**src/rtl/vga_clk_div_gen_pkg.sv**
```systemverilog
// Shared constants for the VGA pixel clock divider and the timing generator that consumes it.
package vga_clk_div_gen_pkg;

  localparam int unsigned DIV_MIN         = 2;
  localparam int unsigned CNT_W_DEFAULT   = 8;
  localparam int unsigned DIV_RST_DEFAULT = 4;

endpackage

```
**src/rtl/vga_clk_div_gen.sv**
```systemverilog
// Runtime-programmable integer clock divider: registered ~50% duty clock plus a period-start tick.
// A new divisor is staged and applied only when the phase counter wraps.
module vga_clk_div_gen
  import vga_clk_div_gen_pkg::*;
#(
  parameter int unsigned CNT_W   = CNT_W_DEFAULT,
  parameter int unsigned DIV_RST = DIV_RST_DEFAULT
) (
  input  logic             clk_i,
  input  logic             rst_i,
  input  logic             en_i,
  input  logic [CNT_W-1:0] div_i,
  input  logic             div_load_i,
  output logic             clk_o,
  output logic             tick_o,
  output logic [CNT_W-1:0] cnt_o,
  output logic [CNT_W-1:0] div_o,
  output logic             div_pend_o
);

  logic [CNT_W-1:0] cnt_q;
  logic [CNT_W-1:0] div_q;
  logic [CNT_W-1:0] staged_q;
  logic             pend_q;
  logic             clk_q;
  logic             tick_q;

  logic [CNT_W-1:0] div_clamped;
  logic [CNT_W-1:0] cnt_next;
  logic [CNT_W-1:0] div_next;
  logic             wrap;
  logic [CNT_W:0]   hi_len;

  // hi_len is one bit wider so ceil(D/2) cannot overflow at the largest divisor.
  always_comb begin
    div_clamped = (div_i < CNT_W'(DIV_MIN)) ? CNT_W'(DIV_MIN) : div_i;
    wrap        = (cnt_q == (div_q - CNT_W'(1)));
    cnt_next    = wrap ? '0 : (cnt_q + CNT_W'(1));
    div_next    = div_q;
    if (wrap) begin
      if (div_load_i) begin
        div_next = div_clamped;
      end else if (pend_q) begin
        div_next = staged_q;
      end
    end
    hi_len = ({1'b0, div_next} + (CNT_W+1)'(1)) >> 1;
  end

  always_ff @(posedge clk_i or posedge rst_i) begin
    if (rst_i) begin
      cnt_q    <= '0;
      div_q    <= CNT_W'(DIV_RST);
      staged_q <= '0;
      pend_q   <= 1'b0;
      clk_q    <= 1'b1;
      tick_q   <= 1'b0;
    end else begin
      if (div_load_i) begin
        staged_q <= div_clamped;
      end
      if (en_i) begin
        cnt_q  <= cnt_next;
        div_q  <= div_next;
        clk_q  <= ({1'b0, cnt_next} < hi_len);
        tick_q <= wrap;
        pend_q <= wrap ? 1'b0 : (pend_q | div_load_i);
      end else begin
        tick_q <= 1'b0;
        pend_q <= pend_q | div_load_i;
      end
    end
  end

  assign clk_o      = clk_q;
  assign tick_o     = tick_q;
  assign cnt_o      = cnt_q;
  assign div_o      = div_q;
  assign div_pend_o = pend_q;

endmodule

```
**config.mk**
```make
export PLATFORM = sky130hd
export DESIGN_NAME = vga_clk_div_gen
export DESIGN_NICKNAME = d
export VERILOG_FILES = /design/src/rtl/vga_clk_div_gen_pkg.sv /design/src/rtl/vga_clk_div_gen.sv
export SDC_FILE = /design/constraint.sdc
export NUM_CORES = 1
export LEC_CHECK = 0
export CORE_UTILIZATION = 59
export DETAILED_ROUTE_END_ITERATION = 7
export HOLD_SLACK_MARGIN = 0.02
export PLACE_DENSITY_LB_ADDON = 0.08
export SYNTH_ARGS = -nofsm -noshare
export SYNTH_HDL_FRONTEND = slang
export SYNTH_SLANG_ARGS = --single-unit
```
**constraint.sdc**
```tcl
create_clock -name clk_i -period 10.03 [get_ports clk_i]
set_input_delay 1.5045 -clock clk_i [delete_from_list [all_inputs] [get_ports clk_i]]
set_output_delay 1.5045 -clock clk_i [all_outputs]
set_load 0.02 [all_outputs]
```
==> results of run 1 <==
layer usage:
metal	vias up	routed length [um]	track usage (%)
met2	34	2120	40.5
li1	909	-	-
met5	-	0	0
met1	846	2200	35.6
met4	0	38	6.40
met3	4	198	3.28
how the worst min path moves through the flow:
stage / to / slack (ns) / cells past startpoint
after floorplan: staged_q[1] / 0.48 / 2
after global placement: staged_q[5] / 0.51 / 2
after detailed placement: staged_q[1] / 0.52 / 2
after CTS: staged_q[3] / 0.54 / 2
after global routing: staged_q[1] / 0.57 / 2
final: staged_q[6] / 0.54 / 2
cells in the mapped netlist, drive strengths merged:
cell,instances,share of area (%)
nor3,8,1.9
and4b,2,0.93
ha,10,5.8
nor4,3,0.87
nand2b,1,0.29
clkbuf,12,2.1
a22oi,2,0.70
or3b,1,0.41
nor2,24,4.2
a41oi,1,0.41
nand2,14,2.8
nor2b,7,2.0
and2,1,0.29
a311oi,1,0.70
mux2i,12,5.6
o21ai,21,4.9
o21ba,1,0.46
a211oi,1,0.35
nand3,13,3.0
o31ai,1,0.35
clkinv,1,0.17
a22o,6,2.4
inv,16,2.8
xnor2,16,6.5
o221a,1,0.52
or4,1,0.52
dfrtp,25,29
a21o,1,0.35
and3,6,1.7
o21a,4,1.4
dfstp,2,2.4
xor2,10,4.1
nor4bb,1,0.46
and3b,2,0.81
o221ai,1,0.41
o211ai,1,0.35
buf,5,1.3
mux2,8,4.2
a2111oi,1,1.3
a21oi,6,1.4
cell usage in the layout (no fill, tap or decap), types with 3 or more instances in the layout:
master / count
nand2_1: 13
inv_1: 15
xnor2_1: 16
ha_1: 10
a21oi_1: 6
nor4_1: 3
o21ai_0: 11
mux2_1: 6
mux2i_1: 12
dfrtp_1: 25
clkdlybuf4s50_1: 30
and3_1: 6
o21a_1: 4
nor2b_1: 7
clkbuf_4: 3
nand3_1: 13
nor2_1: 24
a22o_1: 6
o21ai_1: 10
xor2_1: 10
nor3_1: 8
stage by stage:
step | setup WS [ns] | cell area (sq um) | total power [uW]
detailed placement | 5.14 | 2450 | 501
global placement | 5.29 | 2450 | 493
floorplan | 5.96 | 2160 | 408
global route | 5.07 | 2480 | 600
CTS | 5.48 | 2480 | 552
finish | 5.41 | 2480 | 551
where the power goes:
group	switching, uW	internal (uW)	total [uW]
combinational	158	153	311
sequential	55.2	136	192
clock	33.3	15.3	48.6
logic make-up (layout without fill, tap and decap cells):
kind of cell	Yosys count	count (layout)	share of synthesized area (%)
compound gates	49	49	15.9
xor+xnor	26	26	10.6
fa+ha+maj	10	10	5.80
buf+inv	34	52	6.38
flops	27	27	31.4
mux	20	20	9.74
simple gates	84	84	20.2
cell type report:
cell class | count | area (sq um) | share of cell area, %
Sequential cell | 27 | 678 | 27.3
Timing Repair Buffer | 31 | 308 | 12.4
Inverter | 17 | 63.8 | 2.57
Clock buffer | 3 | 22.5 | 0.908
Tap cell | 46 | 57.6 | 2.32
Clock inverter | 1 | 7.51 | 0.303
Multi-Input combinational cell | 189 | 1340 | 54.1
worst min-delay path, stage by stage, from the launching register on:
cell and delay (ns):
dfrtp_1 0.41, inv_1 0.05, o21ai_0 0.06
flip-flops by register name, summed over array words and instances (netlist names):
register and count:
tick_o 1, clk_o 1, div_o 8, cnt_o 8, div_pend_o 1, staged_q 8
==> results.tsv, run 1 <==
stage	metric	value	unit
outcome	outcome	finished, final reports clean	
worst_setup_path	CP required	10.28	ns
worst_setup_path	worst path bufs/invs	1	
die	number of I/O pins	31	
clock_network	CTS max path bufs	2	
route	vias per cell	5.71	
sta	final count of pins violating max slew	0	
yosys	gate count of the mapped netlist	250	
sta	Max Fclk	216	MHz
clock_network	clock root buffer	clkbuf_4	
pwr	worst vdd ir	0.000175	V
sta	Worst Tran Pin Value	1.02	ns
min_path	Hold Startpoint	staged_q[6]	
worst_setup_path	crit path from	div_load_i	
sta	final period utilization	46.1	%
worst_setup_path	r2r endpoint	clk_o	
sta	Slew Limit Headroom	31.9	%
yosys	sequential share of the synthesized area	31.4	%
yosys	post-synthesis register bit count	27	
route	Initial DRT Pass Iterations	4	
route	final WL	4560	um
die	effective utilization at floorplan	63.2	%
worst_setup_path	reg-to-reg setup timing slack	5.86	ns
worst_setup_path	Reg2Reg Depth	17	
die	row count	21	
layout	filler instances	274	
grt	global-route wire length before repair	7800	um
route	DRC Markers	0	
layout	Final Util	72.6	%
clock_network	CTS tree	built	
layout	layout cell share with drive strength beyond 1	5.22	%
yosys	Mean Syn Cell Area	8.63	sq um
layout	antenna diode count	0	
route	DR vias	1793	
placed_design	I/O Buffers	30	
pwr	Pwr Density	222	nW/um^2
grt	pin count of the biggest net entering global routing	30	
pwr	LEAKAGE	0.00113	uW
route	initial drt markers	80	
clock_network	clk sinks	27	
route	Avg WL per Cell	14.5	um
placed_design	placed insts	310	
sta	setup violators final	0	
clock_network	Worst-Skew Late Latency	0.33	ns
clock_network	post-cts sizing count	0	
layout	area grow syn2layout	14.9	%
worst_setup_path	Crit. path cell count	12	
worst_setup_path	WS Path Type	in2reg	
worst_setup_path	CP Data Arrival Time	4.87	ns
worst_setup_path	Max FO, Critical Path	29	
worst_setup_path	CP max stage delay	1.00	ns
yosys	post-synthesis net count	272	
layout	net count reported at finish	291	
clock_network	number of buffers created by CTS	3	
sta	post-route minimum period	4.62	ns
placed_design	hpwl dp	3350	um
sta	final setup TNS	0	ns
worst_setup_path	slowest CP cell	clkdlybuf4s50_1	
die	Core Region	3420	sq um
grt	Global Route Usage Sum	25.1	%
sta	Hold Slack	0.539	ns
worst_setup_path	CP top delay family	compound AO/OA/AOI/OAI gates	
clock_network	Clock transition at path regs	0.15	ns
grt	antenna violations before repair	0	
yosys	post-synthesis cell area	2160	sq um
sta	final hold vios	0	
worst_setup_path	crit-path cells	clkdlybuf4s50_1 > nand2_1 > o21a_1 > nor4_1 > nand3_1 > xnor2_1 > mux2i_1 > ha_1 > a21o_1 > a21oi_1 > o221ai_1 > o31ai_1	
route	ANT nets after route	0	
worst_setup_path	Setup crit end kind	flip-flop	
clock_network	htree depth	1	
min_path	HP Class	reg2reg	
worst_setup_path	crit path to	clk_o	
die	die width	62.5	um
worst_setup_path	Setup crit start kind	input port	
grt	grt total ovfl	0	
clock_network	hold buffers post-CTS	0	
die	die height	62.5	um
die	die area	3900	sq um
job	Max-Cap Viols	0	
yosys	synth warn	0	
layout	Cell Count, Final, Fillers Out	314	
grt	number of global-route vias before repair	1707	
yosys	Synth cell types	46	
sta	final worst clock skew	0.00695	ns
clock_network	post-CTS setup buffer count	0	
placed_design	Routability Congestion	0.805	
worst_setup_path	reg-to-reg startpoint	div_o[1]	
sta	RSZ-0062 raised after global routing	false	
(Power assumes the default switching activity.)
==> inputs of run 2 (changes only) <==
--- a/config.mk
+++ b/config.mk
@@ -5,7 +5,7 @@
 export SDC_FILE = /design/constraint.sdc
 export NUM_CORES = 1
 export LEC_CHECK = 0
-export CORE_UTILIZATION = 59
+export CORE_UTILIZATION = 50
 export DETAILED_ROUTE_END_ITERATION = 7
 export HOLD_SLACK_MARGIN = 0.02
 export PLACE_DENSITY_LB_ADDON = 0.08
==> constraint.sdc (replaced) <==
create_clock -name clk_i -period 4.25 [get_ports clk_i]
set_input_delay 0.6375 -clock clk_i [delete_from_list [all_inputs] [get_ports clk_i]]
set_output_delay 0.6375 -clock clk_i [all_outputs]
set_load 0.02 [all_outputs]
==> results.tsv, run 2 (synthesis gave the netlist of run 1 again) <==
stage	metric	value	unit	change
die	die width	67.7	um	+8.4%
route	DRC Markers	0		unchanged
outcome	outcome	finished, final reports clean		
placed_design	Routability Congestion	0.778		-3.3%
route	Avg WL per Cell	15.0	um	+3.1%
worst_setup_path	Setup crit end kind	flip-flop		
pwr	Power, Total	1360	uW	+150%
clock_network	CTS max path bufs	2		unchanged
clock_network	Clock transition at path regs	0.10	ns	-0.05 ns
clock_network	hold buffers post-CTS	0		unchanged
pwr	worst vdd ir	0.000334	V	+91%
die	effective utilization at floorplan	52.8	%	-10 points
layout	antenna diode count	0		unchanged
grt	pin count of the biggest net entering global routing	30		unchanged
sta	final worst clock skew	0.00355	ns	-0.00339 ns
grt	antenna violations before repair	0		unchanged
grt	global-route wire length before repair	7670	um	-1.7%
clock_network	CTS tree	built		
layout	area grow syn2layout	18.0	%	
layout	layout cell share with drive strength beyond 1	8.06	%	+2.8 points
route	Initial DRT Pass Iterations	4		unchanged
sta	final hold vios	0		unchanged
route	DR vias	1856		+3.5%
sta	post-route minimum period	3.87	ns	
route	initial drt markers	114		+43%
layout	commonest cells after routing, fill and taps aside	clkdlybuf4s50_1, nor2_1, dfrtp_1		
route	ANT nets after route	0		unchanged
pwr	Pwr Density	532	nW/um^2	+140%
layout	Cell Count, Final, Fillers Out	323		+2.9%
sta	Slew Limit Headroom	27.1	%	-4.8 points
sta	final period utilization	91.1	%	
clock_network	number of buffers created by CTS	3		unchanged
die	die area	4580	sq um	+17%
grt	number of global-route vias before repair	1576		-7.7%
layout	net count reported at finish	296		+1.7%
min_path	Hold EP	staged_q[6]		
grt	grt total ovfl	0		unchanged
worst_setup_path	Max FO, Critical Path	7		-76%
worst_setup_path	Setup crit start kind	flip-flop		
min_path	HP Class	reg2reg		
pwr	LEAKAGE	0.00116	uW	+2.5%
placed_design	hpwl dp	3470	um	+3.8%
worst_setup_path	reg-to-reg startpoint	div_o[1]		
min_path	Hold Startpoint	staged_q[6]		
worst_setup_path	reg-to-reg setup timing slack	0.38	ns	-5.48 ns
clock_network	Worst-Skew Late Latency	0.28	ns	-0.05 ns
sta	Hold Slack	0.526	ns	-0.0131 ns
sta	Max Fclk	258	MHz	
die	row count	23		+9.5%
sta	setup violators final	0		unchanged
worst_setup_path	WS Path Type	reg2reg		
die	die height	67.7	um	+8.4%
worst_setup_path	Reg2Reg Depth	17		unchanged
sta	final setup TNS	0	ns	unchanged
layout	Final Util	62.3	%	-10 points
placed_design	placed insts	316		+1.9%
clock_network	clock root buffer	clkbuf_8		
clock_network	clk sinks	27		unchanged
grt	Global Route Usage Sum	22.7	%	-2.4 points
die	Core Region	4090	sq um	+20%
job	Max-Cap Viols	0		unchanged
placed_design	I/O Buffers	30		unchanged
route	vias per cell	5.75		+0.63%
clock_network	htree depth	1		unchanged
route	final WL	4830	um	+6.0%
sta	final count of pins violating max slew	0		unchanged
sta	Worst Tran Pin Value	1.09	ns	+0.0715 ns
worst_setup_path	CP required	4.45	ns	-5.83 ns
worst_setup_path	r2r endpoint	clk_o		
die	number of I/O pins	31		unchanged
min_path	hold depth	2		unchanged
sta	RSZ-0062 raised after global routing	false		
layout	commonest non-fill, non-tap cell in the layout	clkdlybuf4s50_1		
worst_setup_path	CP Data Arrival Time	4.07	ns	-0.80 ns
## run 2: changes by cell type in the layout (fill, tap and decap cells not counted), sizes merged
cell,before,now
buf,1,6
## run 2: worst max-delay path by stage
stage	start	to	slack [ns]	cells after the start
after floorplan	div_o[0]	clk_o	0.20	20
after global placement	div_o[0]	clk_o	0.41	17
after detailed placement	div_o[0]	clk_o	0.19	17
after CTS	div_o[0]	clk_o	0.19	17
after global routing	div_o[1]	clk_o	0.02	17
final	div_o[1]	clk_o	0.38	17
## run 2: worst max-delay path, cell delays in order, from the launching register on
cell,delay [ns]
dfrtp_1,0.46
inv_1,0.14
ha_2,0.23
or3b_1,0.37
nor3_1,0.18
xnor2_1,0.13
a2111oi_4,0.42
nand2_1,0.10
o21ai_1,0.10
ha_2,0.28
nand3_1,0.12
xnor2_1,0.18
mux2i_1,0.10
ha_1,0.19
a21o_1,0.15
a21oi_1,0.21
o221ai_1,0.16
o31ai_1,0.26
## run 2: layout make-up
cell class / count / area [sq um]
multi-input combinational: 189 / 1350
clock buffer: 3 / 41.3
fill: 365 / 1540
inverter: 17 / 63.8
clock inverter: 1 / 7.51
sequential: 27 / 679
timing repair buffer: 36 / 345
tap: 50 / 62.6
## run 2: per-layer routing
layer / share of wire (%) / GRT usage (%) / up-vias
li1: - / - / 924
met1: 51 / 33.7 / 878
met2: 44 / 32.3 / 48
met3: 4.2 / 3.72 / 6
met4: 1.2 / 8.51 / 0
met5: 0 / 0 / -
## run 2: timing repair
| action | CTS | global route |
|---|---|---|
| endpoints found under the setup margin | 0 | 1 |
| setup buffers | 0 | 3 |
| resized for setup | 0 | 3 |
| hold endpoints to repair | 0 | 0 |
## run 2: per-stage QoR
step | worst slack [ns] | instance area [sq um]
4_1_cts | 0.192 | 2520
6_report | 0.380 | 2550
3_3_place_gp | 0.407 | 2470
3_5_place_dp | 0.192 | 2470
5_1_grt | 0.0224 | 2550
2_1_floorplan | 0.199 | 2160
## run 2: report_power, final
part	switching, uW	internal (uW)
Sequential	127	323
Combinational	378	370
Clock	90.7	66.8
==> inputs of run 3 (changes only) <==
--- a/config.mk
+++ b/config.mk
@@ -5,10 +5,13 @@
 export SDC_FILE = /design/constraint.sdc
 export NUM_CORES = 1
 export LEC_CHECK = 0
-export CORE_UTILIZATION = 50
+export CELL_PAD_IN_SITES_DETAIL_PLACEMENT = 0
+export CELL_PAD_IN_SITES_GLOBAL_PLACEMENT = 1
+export CORE_UTILIZATION = 37
 export DETAILED_ROUTE_END_ITERATION = 7
 export HOLD_SLACK_MARGIN = 0.02
-export PLACE_DENSITY_LB_ADDON = 0.08
+export PLACE_DENSITY = 0.75
+export SLEW_MARGIN = 20
 export SYNTH_ARGS = -nofsm -noshare
 export SYNTH_HDL_FRONTEND = slang
 export SYNTH_SLANG_ARGS = --single-unit
==> results.tsv, run 3 (synthesis gave the netlist of run 1 again) <==
stage	metric	value	unit	change
pwr	Power, Total	1350	uW	-0.70%
worst_setup_path	CP Data Arrival Time	3.96	ns	-0.11 ns
die	effective utilization at floorplan	38.7	%	-14 points
placed_design	placed insts	339		+7.3%
sta	Slew Limit Headroom	59.5	%	+32 points
sta	final count of pins violating max slew	0		unchanged
min_path	HP Class	reg2reg		
route	final WL	4950	um	+2.5%
layout	filler instances	556		+52%
clock_network	Worst-Skew Late Latency	0.27	ns	about the same
grt	antenna violations before repair	0		unchanged
clock_network	clk sinks	27		unchanged
worst_setup_path	Setup crit start kind	flip-flop		
die	row count	27		+17%
die	number of I/O pins	31		unchanged
outcome	outcome	finished, final reports clean		
grt	pin count of the biggest net entering global routing	29		-3.3%
route	ANT nets after route	0		unchanged
pwr	Pwr Density	526	nW/um^2	-1.0%
grt	number of global-route vias before repair	1653		+4.9%
placed_design	Routability Congestion	0.834		+7.3%
min_path	Hold Startpoint	staged_q[1]		
sta	Worst Tran Pin Value	0.607	ns	-0.485 ns
grt	global-route wire length before repair	8200	um	+6.8%
sta	Max Fclk	265	MHz	+2.6%
placed_design	I/O Buffers	30		unchanged
worst_setup_path	Setup crit end kind	flip-flop		
sta	RSZ-0062 raised after global routing	false		
worst_setup_path	crit-path cells	inv_1 > ha_1 > or3b_1 > nor3_1 > xnor2_1 > a2111oi_4 > nand2_1 > o21ai_1 > ha_2 > nand3_1 > xnor2_1 > mux2i_1 > ha_1 > a21o_1 > a21oi_1 > o221ai_1 > o31ai_1		
route	initial drt markers	105		-7.9%
layout	Final Util	45.9	%	-16 points
layout	Cell Count, Final, Fillers Out	343		+6.2%
layout	commonest cells after routing, fill and taps aside	clkdlybuf4s50_1, dfrtp_1, nor2_1		
clock_network	CTS tree	built		
layout	commonest non-fill, non-tap cell in the layout	clkdlybuf4s50_1		
clock_network	CTS max path bufs	2		unchanged
clock_network	Clock transition at path regs	0.10	ns	about the same
placed_design	pre-CTS worst setup slack	0.423	ns	+0.231 ns
die	Core Region	5570	sq um	+36%
die	die area	6140	sq um	+34%
route	DRC Markers	0		unchanged
route	DR vias	1817		-2.1%
layout	area taken by multi-input logic gates	1350	sq um	-0.19%
layout	sequential cell area	678	sq um	-0.18%
job	Max-Cap Viols	0		unchanged
grt	grt total ovfl	0		unchanged
sta	post-route minimum period	3.77	ns	-0.0970 ns
sta	worst setup margin	0.477	ns	+0.0970 ns
route	Initial DRT Pass Iterations	5		+1
clock_network	hold buffers post-CTS	0		unchanged
placed_design	hpwl dp	3600	um	+3.6%
clock_network	number of buffers created by CTS	3		unchanged
pwr	LEAKAGE	0.00115	uW	-0.86%
worst_setup_path	WS Path Type	reg2reg		
sta	final period utilization	88.8	%	-2.3 points
worst_setup_path	Max FO, Critical Path	7		unchanged
clock_network	post-CTS setup buffer count	0		unchanged
worst_setup_path	slowest CP cell	dfrtp_1		
layout	area grow syn2layout	18.4	%	
worst_setup_path	CP max stage delay	0.46	ns	about the same
route	Avg WL per Cell	14.4	um	-3.5%
clock_network	post-cts sizing count	0		unchanged
layout	net count reported at finish	294		-0.68%
sta	setup violators final	0		unchanged
clock_network	clock root buffer	clkbuf_8		
grt	Global Route Usage Sum	16.9	%	-5.8 points
route	vias per cell	5.30		-7.8%
sta	final worst clock skew	0.00237	ns	-0.00119 ns
worst_setup_path	reg-to-reg startpoint	div_o[1]		
worst_setup_path	crit path from	div_o[1]		
sta	final setup TNS	0	ns	unchanged
pwr	worst vdd ir	0.000229	V	-32%
clock_network	htree depth	1		unchanged
die	die width	78.4	um	+16%
die	die height	78.4	um	+16%
layout	layout cell share with drive strength beyond 1	7.01	%	-1.0 points
sta	final hold vios	0		unchanged
layout	antenna diode count	0		unchanged
worst_setup_path	CP required	4.44	ns	about the same
run 3: changes by cell type in the layout (fill, tap and decap cells not counted), sizes merged:
cell / change
buf: -2
run 3: cell type report:
cell class / instances / share of cell area (%)
flip-flops and latches: 27 / 26.5
clock buffers: 3 / 1.62
multi-input cells: 189 / 52.6
repair buffers: 34 / 12.9
well taps: 72 / 3.52
inverters: 17 / 2.50
clock inverters: 1 / 0.294
run 3: path summary, 6_finish.rpt:
| path | depth (start not counted) | to | slack, ns |
|---|---|---|---|
| worst max-delay path | 17 | clk_o | 0.48 |
| worst min-delay path | 2 | staged_q[1] | 0.53 |
| worst max register to register | 17 | clk_o | 0.48 |
| worst min register to register | 2 | staged_q[1] | 0.53 |
| max in group asynchronous | 2 | staged_q[3] | 3.11 |
| min in group asynchronous | 2 | cnt_o[1] | 0.74 |
run 3: metal layers:
layer	part of all wire, %	GRT usage, %	up-vias
met5	0	0	-
met4	1.3	3.89	0
met3	1.8	1.74	8
met2	46	26.0	26
met1	51	25.3	866
li1	-	-	917
run 3: worst max-delay path: cells and delay by family, from the launching register on:
family,cells,cell delay [ns]
XOR/XNOR,2,0.29
AO/OA/AOI/OAI,6,1.28
multiplexers,1,0.09
AND/OR/NAND/NOR,4,0.74
adder cells (fa/ha/maj),3,0.70
flip-flops,1,0.46
buffers and inverters,1,0.13
run 3: report_power, final:
part	internal (uW)	leakage (uW)	switching [uW]
Clock	66.6	0.0000217	86.5
Sequential	322	0.000329	130
Combinational	366	0.000800	374
run 3: per-stage QoR:
| step | hold WS (ns) | cell area, sq um |
|---|---|---|
| 6_report | 0.530 | 2560 |
| 3_3_place_gp | 0.510 | 2500 |
| 5_1_grt | 0.562 | 2560 |
| 2_1_floorplan | 0.475 | 2160 |
| 4_1_cts | 0.533 | 2550 |
| 3_5_place_dp | 0.514 | 2500 |
